<file path="config.mk">
export PLATFORM = sky130hd
export DESIGN_NAME = parking_slot_ctrl
export DESIGN_NICKNAME = d
export VERILOG_FILES = /design/src/rtl/parking_slot_ctrl.sv
export SDC_FILE = /design/constraint.sdc
export NUM_CORES = 1
export LEC_CHECK = 0
export CAP_MARGIN = 20
export CORE_ASPECT_RATIO = 1.25
export CORE_MARGIN = 2
export CORE_UTILIZATION = 35
export DETAILED_ROUTE_END_ITERATION = 8
export SLEW_MARGIN = 20
export SYNTH_ARGS = -nofsm -noshare
export SYNTH_HDL_FRONTEND = slang
export SYNTH_SLANG_ARGS = --single-unit
export TNS_END_PERCENT = 10
</file>
<file path="constraint.sdc">
create_clock -name clk -period 5.7 [get_ports clk]
set_input_delay 1.425 -clock clk [delete_from_list [all_inputs] [get_ports clk]]
set_output_delay 1.425 -clock clk [all_outputs]
set_load 0.005 [all_outputs]
</file>
<file path="src/rtl/parking_slot_ctrl.sv">
// -----------------------------------------------------------------------------
// parking_slot_ctrl
//
// Front end of the six-bay check-in/check-out stage. Synchronizes and
// debounces the operator push-button, validates the bay selector, keeps the
// occupancy bitmap and runs the free-running minute timebase. Each accepted
// press is decoded into a check-in (bay was empty) or a check-out (bay was
// occupied) and committed downstream with a single-cycle strobe.
//
// Parameters
//   MIN_DIV   clock cycles per minute tick (>= 2)
//   DEBOUNCE  consecutive stable cycles needed to accept a level change (1..255)
//
// Ports
//   clk        in   system clock, rising-edge
//   rst_n      in   synchronous, active-low reset
//   press_raw  in   asynchronous push-button level, active high
//   selector   in   [3:0] bay number, 1..6 valid
//   timer      out  [10:0] live minute counter (wraps 2047 -> 0)
//   stamp      out  [10:0] minute value captured at the last valid accept
//   sel_out    out  [3:0] bay of the last valid accept
//   free       out  1 = last valid press was a check-in, 0 = check-out
//   press_out  out  one-cycle commit strobe, two cycles after the accept
//   err_sel    out  one-cycle pulse for an accepted press with a bad selector
//   occupied   out  [5:0] occupancy bitmap, bit i-1 is bay i
//   occ_count  out  [2:0] number of occupied bays
//   full       out  all six bays occupied
//
// Handshake: downstream samples free/sel_out/stamp on the rising edge of
// press_out. Those fields are written one cycle before press_out goes high
// and are not touched again until the next valid accept, which is always at
// least 2*DEBOUNCE+1 cycles later, so no ready/backpressure is needed.
// -----------------------------------------------------------------------------
module parking_slot_ctrl #(
    parameter int MIN_DIV  = 6000,
    parameter int DEBOUNCE = 4
) (
    input  logic        clk,
    input  logic        rst_n,
    input  logic        press_raw,
    input  logic [3:0]  selector,
    output logic [10:0] timer,
    output logic [10:0] stamp,
    output logic [3:0]  sel_out,
    output logic        free,
    output logic        press_out,
    output logic        err_sel,
    output logic [5:0]  occupied,
    output logic [2:0]  occ_count,
    output logic        full
);

    localparam int             PW       = $clog2(MIN_DIV);
    localparam logic [PW-1:0]  PRE_LAST = PW'(MIN_DIV - 1);
    localparam logic [7:0]     DB_LIMIT = 8'(DEBOUNCE);

    typedef enum logic {
        RELEASED = 1'b0,
        HELD     = 1'b1
    } db_state_t;

    db_state_t     db_state;
    logic [7:0]    db_cnt;
    logic          armed;
    logic          sync_1;
    logic          sync_2;
    logic [PW-1:0] prescale;
    logic          cmd_commit;   // valid command written this cycle; strobe next

    logic          accept;
    logic          sel_valid;
    logic [5:0]    bay_mask;
    logic [5:0]    occ_next;

    function automatic logic [2:0] popcount6(input logic [5:0] v);
        logic [2:0] c;
        c = 3'd0;
        for (int i = 0; i < 6; i++) begin
            c = c + {2'b00, v[i]};
        end
        return c;
    endfunction

    // Accept cycle: the debounced press completes while armed. Unarmed
    // completions (the first press after reset, or a button held through
    // reset) only arm the controller.
    assign accept = (db_state == RELEASED) && (db_cnt == DB_LIMIT) && armed;

    always_comb begin
        sel_valid = 1'b0;
        bay_mask  = 6'd0;
        if (selector >= 4'd1 && selector <= 4'd6) begin
            sel_valid = 1'b1;
            bay_mask  = 6'd1 << (selector - 4'd1);
        end
    end

    // A valid accept always toggles the selected bay: empty -> occupied on
    // check-in, occupied -> empty on check-out.
    assign occ_next = occupied ^ bay_mask;
    assign full     = (occ_count == 3'd6);

    always_ff @(posedge clk) begin
        if (!rst_n) begin
            db_state   <= RELEASED;
            db_cnt     <= 8'd0;
            armed      <= 1'b0;
            sync_1     <= 1'b0;
            sync_2     <= 1'b0;
            prescale   <= '0;
            timer      <= 11'd0;
            stamp      <= 11'd0;
            sel_out    <= 4'd0;
            free       <= 1'b0;
            press_out  <= 1'b0;
            err_sel    <= 1'b0;
            cmd_commit <= 1'b0;
            occupied   <= 6'd0;
            occ_count  <= 3'd0;
        end else begin
            sync_1 <= press_raw;
            sync_2 <= sync_1;

            if (prescale == PRE_LAST) begin
                prescale <= '0;
                timer    <= timer + 11'd1;
            end else begin
                prescale <= prescale + PW'(1);
            end

            // The limit test comes before the level test so that a level
            // stable for exactly DEBOUNCE cycles is accepted.
            case (db_state)
                RELEASED: begin
                    if (db_cnt == DB_LIMIT) begin
                        db_state <= HELD;
                        db_cnt   <= 8'd0;
                        armed    <= 1'b1;
                    end else if (sync_2) begin
                        db_cnt <= db_cnt + 8'd1;
                    end else begin
                        db_cnt <= 8'd0;
                    end
                end
                HELD: begin
                    if (db_cnt == DB_LIMIT) begin
                        db_state <= RELEASED;
                        db_cnt   <= 8'd0;
                    end else if (!sync_2) begin
                        db_cnt <= db_cnt + 8'd1;
                    end else begin
                        db_cnt <= 8'd0;
                    end
                end
                default: begin
                    db_state <= RELEASED;
                    db_cnt   <= 8'd0;
                end
            endcase

            err_sel    <= accept && !sel_valid;
            cmd_commit <= accept && sel_valid;
            press_out  <= cmd_commit;

            if (accept && sel_valid) begin
                occupied  <= occ_next;
                occ_count <= popcount6(occ_next);
                free      <= ~|(occupied & bay_mask);
                sel_out   <= selector;
                stamp     <= timer;   // pre-increment value if a tick lands here
            end
        end
    end

endmodule

</file>
# --- Word-level counts from Yosys, hierarchy flattened ---
# Cells that the tools add are included.
# W data, S select, Z words.
totals:
  wordCells: 54
  inputBits: 7
  ff_bits: 64
  output_inout_bits: 39
op_classes:
  bitwise: 4
  n_shift: 1
  n_reduce_logical: 10
  n_mux: 10
  n_addsub: 9
  magnitude_cmp: 2
  n_eq_ne: 3
ops:
  columns: ["cell", "count"]
  rows:
  - ["$mux W8", 4]
  - ["$pmux W8 S2", 1]
  - ["$add A13 B1 Y13 const B", 1]
  - ["$eq A13 B13 Y1 const B", 1]
  - ["$add A11 B1 Y11 const B", 1]
  - ["$add A3 B1 Y3", 3]
  - ["$add A8 B1 Y8 const B", 1]
  - ["$eq A8 B3 Y1 const B", 1]
  - ["$and A6 B6 Y6", 1]
  - ["$mux W6", 1]
  - ["$reduce_or A6 Y1", 1]
  - ["$shl A1 B4 Y6 const A", 1]
  - ["$xor A6 B6 Y6", 1]
  - ["$logic_and A1 B1 Y1", 5]
  - ["$ge A4 B1 Y1 const B", 1]
  - ["$le A4 B3 Y1 const B", 1]
  - ["$sub A4 B1 Y4 const B", 1]
  - ["$add A2 B1 Y3", 1]
  - ["$eq A3 B3 Y1 const B", 1]
  - ["$mux W1", 3]
  - ["$add A1 B1 Y2", 1]
  - ["$logic_not A1 Y1", 2]
  - ["$not A1 Y1", 2]
  - ["$pmux W1 S2", 1]
  - ["other kinds (2)", 2]

# --- Longest topological paths before layout ---
logic_depth:
  ltp_word: 9
  depth_mapped: 12
  ltp_nobuf: 11

# --- Worst setup path before layout ---
# Ideal clock, no wire load.
synth_timing:
  path_type: "input port to flip-flop"
  start: "input selector[2]"
  end: "register occ_count[1]"
  path_stages: 11
  path_slack_ps: 1686
  t_arrival_ps: 3886
  setup_ps: 128
  path_buffers: 1
  t_required_ps: 5572
  path_cell_list: "buf_6 -> nor3_1 -> ha_1 -> fa_1 -> inv_1 -> fa_1 -> inv_1 -> ha_1 -> fa_1 -> mux2i_1 -> nor2_1"
synth_between:
  elab_chain_cells: 9
  word_cells_on_any_way: 14
  classes_between: "add/sub (6); order compare (2); shift (1); mux (2); bitwise (1); reduce/logical (2)"
synth_rtl:
  columns: ["item", "line", "source"]
  rows:
  - ["start, declared", "41", "input logic [3:0] selector,"]
  - ["$sub A4 B1 Y4 (tied with other cells)", "94", "bay_mask = 6'd1 << (selector - 4'd1);"]
  - ["$shl A1 B4 Y6 / $logic_and A1 B1 Y1 (equally long branches)", "94, 92", null]
  - ["$mux W6 *", "92", "if (selector >= 4'd1 && selector <= 4'd6) begin"]
  - ["$xor A6 B6 Y6 *", "100", "assign occ_next = occupied ^ bay_mask;"]
  - ["via occ_next[0]", "73", "logic [5:0] occ_next;"]
  - ["$add A1 B1 Y2 *", "79", "c = c + {2'b00, v[i]};"]
  - ["$add A2 B1 Y3 *", "79", null]
  - ["$add A3 B1 Y3 * (3 in series)", "79", null]
  - ["end signal, assigned", "167", "occ_count <= popcount6(occ_next);"]
  - ["end, declared", "49", "output logic [2:0] occ_count,"]
# Mark *: on every way through the listed nets, which the timed path passes. The rest lies on a longest branch.
# A chain may end at the register's enable or synchronous reset.

# --- Worst setup path after layout ---
layout_timing:
  start: "input selector[3]"
  end: "register occ_count[1]"
layout_between:
  word_cells_on_any_way: 14
  classes_between: "add/sub (6); order compare (2); shift (1); mux (2); bitwise (1); reduce/logical (2)"
layout_lines:
  columns: ["item", "line"]
  rows:
  - ["$sub A4 B1 Y4 (tied with other cells)", "94"]
  - ["$shl A1 B4 Y6 / $logic_and A1 B1 Y1 (equally long branches)", "94, 92"]
  - ["$mux W6 *", "92"]
  - ["$xor A6 B6 Y6 *", "100"]
  - ["via occ_next[3]", "73"]
  - ["$add A3 B1 Y3 * (3 in series)", "79"]
# Marked as above.

==> impl_metrics.py <==
metrics = {
    "outcome": {
        "status": "finished, final reports clean",
    },
    "floorplanning": {
        "rows": 36,
        "pin_count": 46,
        "initial_utilization_pct": 36.06,
        "chipHeight_um": 104.2,
        "dieArea_um2": 8766,
        "core_area_um2": 7792,
        "die_x_um": 84.15,
    },
    "synthesis": {
        "synth_nets": 320,
        "synthArstFlopShare_pct": 0,
        "synth-edff-count": 0,
        "synth.area.top_cells": "dfxtp_1 46%, mux2i_1 8.9%, nor2_1 7.3%, ha_1 5.3%, xor2_1 3.7%",
        "seq_area_frac_synth_pct": 45.59,
        "synth.distinct_cells": 35,
        "synth.most_common_cell": "dfxtp_1",
        "synthCells": 298,
        "yosys.area.top_type": "dfxtp_1",
        "ys.flop_type": "dfxtp_1",
        "syn_area_um2": 2810,
        "syn_avg_cell_area_um2": 9.430,
        "synth_top_cell_area_share_pct": 45.59,
        "yosys_register_bits": 64,
        "yosys_warnings": 0,
        "ys_top_cells_by_count": "64 x dfxtp_1, 55 x nor2_1, 25 x mux2i_1",
    },
    "setup_path": {
        "end_kind": "register",
        "critPathRequiredTime_ps": 5900,
        "cpMaxStageDelayCell": "clkdlybuf4s50_1",
        "max_stage_delay_ps": 530,
        "crit_fanout": 8,
        "path_cells": "clkdlybuf4s50_1 -> nand2b_1 -> nor3_1 -> ha_1 -> fa_1 -> inv_1 -> fa_1 -> inv_1 -> ha_1 -> fa_1 -> mux2i_1 -> nor2_1",
        "critPathLaunchType": "primary input",
        "cp_common_cell": "fa_1",
        "crit_type": "primary input to register",
        "worstPathArrival_ps": 4620,
    },
    "cts": {
        "cts-buffers-inserted": 9,
        "cts_tree": "built",
        "hold_buffers": 0,
        "insertion_delay_ps": 340,
        "clk_pin_slew_ps": 70,
        "ctsResizeCount": 0,
        "cts_setup_buffers": 0,
        "cts_max_level": 3,
        "cts.sinks": 64,
        "root_buffer": "clkbuf_8",
        "clk_path_buf_depth": 2,
    },
    "pwr": {
        "powerDensity_nw_per_um2": 264.3,
        "irDropWorstVdd_uv": 150.0,
        "power.leakage_nw": 1.293,
        "power_mw": 0.9377,
    },
    "sta": {
        "finalHoldViolCount": 0,
        "fin_crit_ps": 4416,
        "fmax_mhz": 226.4,
        "fin_skew_ps": 8.617,
        "tightest_slew_ps": 783.4,
        "grt_setup_unrepaired": "no",
        "finalCritPeriodShare_pct": 77.48,
        "slew_headroom_pct": 47.62,
        "worst_slack_ps": 1284,
        "finalSetupViolations": 0,
        "slew_viol_final": 0,
        "tns_ps": 0,
    },
    "finish": {
        "n_antenna_cell": 0,
        "fillers": 771,
        "fin_nets": 365,
        "final_util_pct": 45.52,
        "syn_to_final_growth_pct": 26.22,
        "final_area_um2": 3547,
        "drive_above_1_share_pct": 6.052,
    },
    "detailed_routing": {
        "drtPass1Iterations": 4,
        "vias": 2139,
        "ant_nets": 0,
        "post_drt_wl_per_cell_um": 12.91,
        "vias_per_cell": 4.839,
        "wirelength_um": 5705,
        "drcViolationCount": 0,
        "drt_iter0_drc": 79,
    },
    "placed_design": {
        "dp_hpwl_um": 3906,
        "pre_cts_slack_ps": 924.8,
        "gp_congestion": 0.7719,
        "io_buffers": 45,
        "placed_cell_area_um2": 3308,
    },
    "run": {
        "drv_cap": 0,
    },
    "grt": {
        "grt_pass1_vias": 2097,
        "grt_pass1_wl_um": 9791,
        "grt_overflow": 0,
        "track_usage_pct": 13.88,
        "antenna_found_initial": 0,
        "grt_max_degree": 38,
    },
    "hold_path": {
        "hold_path.class": "register to register",
    },
}
[final cells by class]
| cell class | count | area (um^2) | share of cell area (%) |
|---|---|---|---|
| timing repair buffer | 46 | 457.9 | 12.91 |
| multi-input combinational | 211 | 1409 | 39.72 |
| tap | 95 | 118.9 | 3.351 |
| inverter | 11 | 41.29 | 1.164 |
| sequential | 64 | 1281 | 36.12 |
| clock buffer | 13 | 178.9 | 5.044 |
| clock inverter | 2 | 60.06 | 1.693 |
[cell families after synthesis]
logic type                 after synthesis  synth area share [%]
AOI/OAI and AO/OA                       20                 3.740
buffers and inverters                   23                 4.274
adders and majority gates               15                 7.480
DFF                                     64                 45.59
and+or+nand+nor                        132                 24.09
muxes                                   25                 8.905
xor gates and xnor gates                19                 5.922
[layer usage]
layer / global-route usage, % / up-vias / share of wire (%)
met3: 4.127 / 10 / 4.0
met2: 21.03 / 41 / 46
met1: 17.83 / 980 / 48
met5: 0 / - / 0
met4: 6.912 / 0 / 2.0
li1: - / 1108 / -
[cell usage in the layout, fill, tap and decap left out, types with 2 or more instances in the layout]
master            n
dfxtp_1          64
nor2_1           55
clkdlybuf4s50_1  45
mux2i_1          25
clkbuf_8         13
xor2_1           12
ha_1             12
nand3_1          11
inv_1            10
or3_1            10
nor3_1            9
nand2_1           9
nand4_1           9
o21ai_0           9
a21oi_1           9
and3_1            7
xnor2_1           7
nand2b_1          5
and2_1            4
fa_1              3
or4_1             2
or2_2             2
bufinv_16         2
[metrics by stage]
stage          std cells  hold slack (ps)
2_1_floorplan        298            411.9
3_3_place_gp         427            421.2
3_5_place_dp         427            417.9
4_1_cts              442            435.0
5_1_grt              442            444.6
6_report             442            432.7
[state kept, by name (all words and copies together), names as in the netlist]
name / count
db_cnt: 8
sel_out: 4
prescale: 13
timer: 11
stamp: 11
press_out: 1
err_sel: 1
db_state: 1
occ_count: 3
occupied: 6
sync_1: 1
sync_2: 1
armed: 1
free: 1
cmd_commit: 1
[power by group]
group | total [mW] | internal [mW] | switching [mW] | leakage, nW
logic | 0.0260 | 0.0101 | 0.0159 | 0.655
registers | 0.452 | 0.450 | 0.00208 | 0.516
clock network | 0.460 | 0.292 | 0.168 | 0.122
total | 0.938 | 0.752 | 0.186 | 1.29
[worst max-delay path, delay by kind of cell]
family                     cells  cell delay [ps]
buffers and inverters          3              630
and+or+nand+nor                3              480
muxes                          1              130
adders and majority gates      5             1940
[worst paths after layout]
path / slack [ps] / cells past startpoint / startpoint / endpoint
worst max register to register: 2940 / 9 / occupied[0]$_SDFFE_PN0P_ / occ_count[1]$_SDFFE_PN0P_
worst max-delay path: 1280 / 12 / selector[3] / occ_count[1]$_SDFFE_PN0P_
worst min register to register: 430 / 1 / sync_1$_SDFF_PN0_ / sync_2$_SDFF_PN0_
worst min-delay path: 430 / 1 / sync_1$_SDFF_PN0_ / sync_2$_SDFF_PN0_
Power figures use the tool's default switching activity.
